==> src/rtl/pwl_arbiter.sv <==
// pwl_arbiter: round-robin front end that lets NUM_REQ requesters share one
// pipelined pwl_eval instance. A tag pipeline that tracks pwl_eval's latency
// returns each result to the requester that issued it.
module pwl_arbiter #(
  parameter int NUM_REQ = 4,
  parameter int DATA_W  = 12,
  parameter int PWL_LAT = 5
) (
  input  logic                        clk,
  input  logic                        rst,
  input  logic                        enable,
  input  logic [NUM_REQ-1:0]          req_valid,
  input  logic [NUM_REQ*DATA_W-1:0]   req_x,
  output logic [NUM_REQ-1:0]          req_ready,
  output logic [DATA_W-1:0]           pwl_x,
  input  logic [DATA_W-1:0]           pwl_y,
  output logic [NUM_REQ-1:0]          rsp_valid,
  output logic [DATA_W-1:0]           rsp_y,
  output logic                        busy
);

  localparam int ID_W   = (NUM_REQ > 1) ? $clog2(NUM_REQ) : 1;
  // One stage covers the pwl_x register, PWL_LAT stages cover pwl_eval itself.
  localparam int STAGES = PWL_LAT + 1;

  logic [ID_W-1:0]    ptr_r;
  logic [ID_W-1:0]    cand_s;
  logic [ID_W-1:0]    gnt_id_s;
  logic               xfer_s;
  logic [NUM_REQ-1:0] valid_en_s;
  logic [NUM_REQ-1:0] ready_s;
  logic [DATA_W-1:0]  x_arr_s [NUM_REQ];
  logic [STAGES-1:0]  tag_vld_r;
  logic [ID_W-1:0]    tag_id_r [STAGES];

  // Unpack the flat operand bus into one word per requester.
  for (genvar gi = 0; gi < NUM_REQ; gi++) begin : g_unpack
    assign x_arr_s[gi] = req_x[gi*DATA_W +: DATA_W];
  end

  // Round-robin search from the pointer upward with wrap; the lowest offset
  // wins. The scan runs from the farthest offset down so the last hit is the winner.
  always_comb begin
    valid_en_s = enable ? req_valid : '0;
    cand_s     = '0;
    gnt_id_s   = '0;
    xfer_s     = 1'b0;
    for (int k = NUM_REQ - 1; k >= 0; k--) begin
      cand_s   = ID_W'((int'(ptr_r) + k) % NUM_REQ);
      gnt_id_s = valid_en_s[cand_s] ? cand_s : gnt_id_s;
      xfer_s   = xfer_s | valid_en_s[cand_s];
    end
    ready_s = xfer_s ? (NUM_REQ'(1) << gnt_id_s) : '0;
  end

  assign req_ready = ready_s;

  // On each accepted transfer, move the pointer past the winner and capture its operand.
  always_ff @(posedge clk or posedge rst) begin
    if (rst) begin
      ptr_r <= '0;
      pwl_x <= '0;
    end else if (xfer_s) begin
      ptr_r <= (gnt_id_s == ID_W'(NUM_REQ - 1)) ? '0 : gnt_id_s + ID_W'(1);
      pwl_x <= x_arr_s[gnt_id_s];
    end else begin
      ptr_r <= ptr_r;
      pwl_x <= pwl_x;
    end
  end

  // The tag pipeline follows each operand through pwl_eval so its owner is known on exit.
  always_ff @(posedge clk or posedge rst) begin
    if (rst) begin
      tag_vld_r <= '0;
      for (int s = 0; s < STAGES; s++) begin
        tag_id_r[s] <= '0;
      end
    end else begin
      tag_vld_r   <= {tag_vld_r[STAGES-2:0], xfer_s};
      tag_id_r[0] <= gnt_id_s;
      for (int s = 1; s < STAGES; s++) begin
        tag_id_r[s] <= tag_id_r[s-1];
      end
    end
  end

  // The response strobe decodes the oldest tag, and the data registers pwl_y.
  // busy uses next-state terms: the next tag stages hold xfer_s and tag stages
  // 0..STAGES-2, and the next rsp_valid comes from the last tag stage.
  always_ff @(posedge clk or posedge rst) begin
    if (rst) begin
      rsp_valid <= '0;
      rsp_y     <= '0;
      busy      <= 1'b0;
    end else begin
      rsp_valid <= tag_vld_r[STAGES-1] ? (NUM_REQ'(1) << tag_id_r[STAGES-1]) : '0;
      rsp_y     <= pwl_y;
      busy      <= xfer_s | (|tag_vld_r);
    end
  end

endmodule

==> config.mk <==
export PLATFORM = sky130hd
export DESIGN_NAME = pwl_arbiter
export DESIGN_NICKNAME = d
export VERILOG_FILES = /design/src/rtl/pwl_arbiter.sv
export SDC_FILE = /design/constraint.sdc
export NUM_CORES = 1
export LEC_CHECK = 0
export CORE_MARGIN = 4
export CORE_UTILIZATION = 38
export CTS_CLUSTER_DIAMETER = 200
export DETAILED_ROUTE_END_ITERATION = 8
export MAX_ROUTING_LAYER = met4
export PLACE_DENSITY = 0.74
export SLEW_MARGIN = 40
export SYNTH_ARGS = -nofsm -noshare
export SYNTH_HDL_FRONTEND = slang
export SYNTH_SLANG_ARGS = --single-unit
==> constraint.sdc <==
create_clock -name clk -period 8.4 [get_ports clk]
set_clock_uncertainty 0.1 [all_clocks]
set_input_delay 2.52 -clock clk [delete_from_list [all_inputs] [get_ports clk]]
set_output_delay 2.52 -clock clk [all_outputs]
set_load 0.05 [all_outputs]
# Word level (Yosys, flattened, before mapping)
# Index checks and enable logic that the tools add are counted.
# Widths: inputs -> output; s select.
[totals]
regBits = 49
latchBits = 0
mem_bits_rw = 0
mem_bits_ro = 0
in_bits = 67
mem_count = 0
[op_classes]
add_sub_neg = 4
multipliers = 0
div = 0
order_cmp = 5
eq_ne = 1
shifts = 2
muxes = 19
n_bitwise = 5
reduce_logical = 1
[op_table]
columns = ["cell", "n"]
rows = [
  ["$bmux 12 s2", 1],
  ["$mux 12", 2],
  ["$lt 2x3->1 const B", 4],
  ["$mux 4", 3],
  ["$mux 2", 5],
  ["$bmux 1 s2", 4],
  ["$shl 1x2->4 const A", 2],
  ["$reduce_or 6->1", 1],
  ["$add 2x1->2 const B", 2],
  ["$add 2x2->2 const B", 2],
  ["$mux 1", 4],
  ["$or 1x1->1", 4],
  ["$ge 3x3->1 const B", 1],
  ["$not 2->3", 1],
  ["$eq 2x2->1 const B", 1],
]

# Longest topological paths before layout
# Gate-level depths: netlist of run 1.
[logic_depth]
word_depth = 11
mapped_depth = 9

# Worst setup path after synthesis of run 1
# Ideal clock, no wire load.
[synth_timing]
kind = "input to output"
startpoint = "in req_valid[3]"
endpoint = "out req_ready[0]"
arrival_time_ps = 4186
t_required_ps = 5780
setup_slack_ps = 1594
cell_stages = 6
n_path_buf = 1
path_cell_list = "o21ai_0 inv_1 a31oi_1 nand2_1 clkbuf_1 nor2_1"
[synth_between]
elab_chain_cells = 9
[synth_rtl]
columns = ["element", "line", "text"]
rows = [
  ["start, declared", "12", "input logic [NUM_REQ-1:0] req_valid,"],
  ["$mux 4 (*)", "44", "valid_en_s = enable ? req_valid : '0;"],
  ["$bmux 1 s2", "50, 51", ""],
  ["$mux 1 (not written as such)", "50, 51", ""],
  ["$mux 2 (4 in series)", "50", "gnt_id_s = valid_en_s[cand_s] ? cand_s : gnt_id_s;"],
  ["$shl 1x2->4", "53", "ready_s = xfer_s ? (NUM_REQ'(1) << gnt_id_s) : '0;"],
  ["$mux 4 (*)", "53", ""],
  ["end, declared", "14", "output logic [NUM_REQ-1:0] req_ready,"],
]
# Every way passes the cells marked *; elsewhere a longest branch is shown, timed or not. The select of a mux whose other input is x is not followed.

# Final worst setup path of run 1
# Ends and elaborated chain as after synthesis.

==> flow_metrics.env, run 1 <==
export IMPL_status="finished, final reports clean"
export IMPL_fin_crit_sh_pct=88.68
export IMPL_cts_sinks=49
export IMPL_die_x_um=84.13
export IMPL_yosysSeqAreaShare_pct=55.68
export IMPL_grt_pass1_vias=1923
export IMPL_cp_num_buf_inv=3
export IMPL_die_h_um=84.13
export IMPL_synth_edf_count=0
export IMPL_peakVddDrop_uv=246.0
export IMPL_die_area_mm2=0.007077
export IMPL_syn_area_mm2=0.002202
export IMPL_r2r_setup_slack_ns=5.76
export IMPL_grt_max_degree=50
export IMPL_vias_per_cell=4.986
export IMPL_synth_main_ff_cell="dfrtp_1"
export IMPL_yosys_warnings=0
export IMPL_syn_area_per_cell_um2=12.23
export IMPL_worstRegToRegCells=7
export IMPL_final_hold_violation_count=0
export IMPL_vias=1765
export IMPL_rsz0062_at_grt="false"
export IMPL_initial_core_util_pct=39.51
export IMPL_area_growth_pct=53.69
export IMPL_async_flop_share_pct=100.0
export IMPL_cts_buffer_depth=2
export IMPL_post_route_drc_count=0
export IMPL_power_density_mw_per_mm2=300.6
export IMPL_reg2reg_from="ptr_r[0]$_DFFE_PP0P_"
export IMPL_path_clk_slew_ns=0.09
export IMPL_total_power_mw=1.017
export IMPL_grt_pass1_wl_um=9287
export IMPL_slowest_delay_ns=0.56
export IMPL_ant_nets=0
export IMPL_maxCapViolCount=0
export IMPL_hp_class="register to register"
export IMPL_hpwl_um=4149
export IMPL_synth_distinct_cells=36
export IMPL_synth_seq_cells=49
export IMPL_fin_nets=348
export IMPL_setup_violations=0
export IMPL_period_needed_ns=7.449
export IMPL_worstPathArrival_ns=4.83
export IMPL_end_kind="output pin"
export IMPL_clock_latency_ns=0.30
export IMPL_port_buffers=99
export IMPL_crit_chain="clkdlybuf4s50_1 > o21ai_0 > inv_1 > a31oi_1 > nand2_1 > nor2_1 > buf_4"
export IMPL_drt_initial_drc_count=52
export IMPL_overflow=0
export IMPL_max_slew_margin_pct=54.50
export IMPL_n_antenna_cell=0
export IMPL_first_pass_iters=4
export IMPL_crit_family="buffers and inverters"
export IMPL_postSynthNetCount=247
export IMPL_p_leak_nw=1.496
export IMPL_fp_row_count=27
export IMPL_place_gp_congestion=0.7341
export IMPL_rr_endpoint="pwl_x[6]$_DFFE_PP0P_"
export IMPL_ctsHoldBuffers=0
export IMPL_cts_setup_buffers=0
export IMPL_hold_end="tag_id_r[0]$_DFF_PP0_"
export IMPL_finalWirelength_um=5585
export IMPL_path_max_fanout=13
export IMPL_synth_cells=180
export IMPL_holdCritStartpoint="tag_id_r[2]$_DFF_PP0_"
export IMPL_cts_tree="yes"
export IMPL_io_pins=100
export IMPL_cts_buffers=5
export IMPL_root_buffer="clkbuf_8"
export IMPL_fin_setup_tns_ns=0
export IMPL_ctsResizeCount=0
export IMPL_hold_path_depth=0
export IMPL_grtUsageTotal_pct=17.03
export IMPL_maxSlewViolCount=0
export IMPL_fill_cells=494
export IMPL_startpoint_type="input port"
export IMPL_worstPathRequired_ns=5.78
export IMPL_core_area_mm2=0.005574
export IMPL_fmax_mhz=134.2
export IMPL_critical_path_class="input port to output pin"
export IMPL_wl_per_cell_um=15.78
export IMPL_drive_above_1_share_pct=8.156
export IMPL_h_tree_depth=2
export IMPL_slowest_stage="clkdlybuf4s50_1"
export IMPL_worstMarginPinSlew_ns=0.6821
export IMPL_antenna_found_initial=0
[Yosys cell counts (3+ instances only)]
cell type,count,area [um2]
a21oi_1,3,15.01
nand2_1,16,60.06
o21ai_0,3,15.01
nor2_1,6,22.52
nor2b_1,4,25.02
clkbuf_1,3,11.26
o21bai_1,11,82.58
inv_1,6,22.52
dfrtp_1,49,1226
mux2i_1,36,360.4
o221ai_1,11,96.34
buf_4,3,22.52
[power by group]
group,switching (mW),internal (mW),total [mW]
Clock,0.0781,0.0684,0.146
Combinational,0.312,0.216,0.528
Sequential,0.0420,0.300,0.342
Total,0.432,0.585,1.02
[worst max-delay path by stage]
stage,cells past startpoint,startpoint,endpoint,slack (ns)
final,7,req_valid[3],req_ready[0],0.95
after global routing,7,req_valid[3],req_ready[0],0.75
after CTS,7,req_valid[3],req_ready[0],0.95
after detailed placement,7,req_valid[3],req_ready[0],0.96
after global placement,7,req_valid[1],req_ready[1],1.01
after floorplan,6,req_valid[3],req_ready[0],1.59
[sequential cells by signal, summed over array words and instances, names as in the netlist]
register   flops
pwl_x         12
rsp_y         12
tag_id_r      12
ptr_r          2
busy           1
tag_vld_r      6
rsp_valid      4
[per-layer routing]
metal  vias to the layer above  track usage [%]  wire, um
li1                        858                -         -
met1                       843            20.31      2253
met2                        59            28.98      2914
met3                         5            5.035       376
met4                         0            2.778        40
met5                         -                -         0
[through the flow]
stage	cell area, um2	instances	setup WS (ns)	hold WS (ns)	util, %
6_report	3385	354	0.9509	0.2574	60.72
5_1_grt	3385	354	0.7522	0.2704	60.72
4_1_cts	3385	354	0.9476	0.2623	60.72
3_5_place_dp	3284	346	0.9573	0.2379	58.92
3_3_place_gp	3274	346	1.008	0.2314	58.74
2_1_floorplan	2202	180	1.594	0.2312	-
[kinds of logic after synthesis]
group	share of synthesized area (%)
buffers and inverters	3.977
and+or+nand+nor	8.637
DFF	55.68
AOI/OAI and AO/OA	14.83
muxes	16.88
[cell type report]
type / instances / area [um2] / share of cell area [%]
clock buffers: 6 / 82.58 / 2.440
clock inverters: 2 / 17.52 / 0.5176
inverters: 6 / 25.02 / 0.7394
multi-input cells: 116 / 907.1 / 26.80
flip-flops and latches: 49 / 1226 / 36.23
well taps: 72 / 90.09 / 2.662
repair buffers: 103 / 1036 / 30.61
[cell usage in the layout (no fill, tap or decap), drive strengths merged, types with 2 or more instances in the layout]
cell,synthesis,final
nand3,2,2
nor3,2,2
o21bai,12,12
and3b,2,2
dfrtp,49,49
inv,6,7
clkdlybuf4s50,0,95
and2,2,2
nor2,6,6
o221ai,12,12
a21oi,3,3
nand2,16,16
buf,6,8
mux2i,36,36
clkbuf,3,6
o21ai,4,4
nor2b,4,4
nand2b,2,2
(Power assumes the default switching activity.)
==> run 2: changes to the inputs <==
CTS_BUF_LIST = sky130_fd_sc_hd__clkbuf_8   (was unset)
==> results of run 2 <==
The final DEF is identical to that of run 1; final timing and power are the same.
==> run 3: changes to the inputs <==
HOLD_SLACK_MARGIN = 0.12   (was unset)
==> results of run 3 <==
The final DEF is identical to that of run 1; final timing and power are the same.
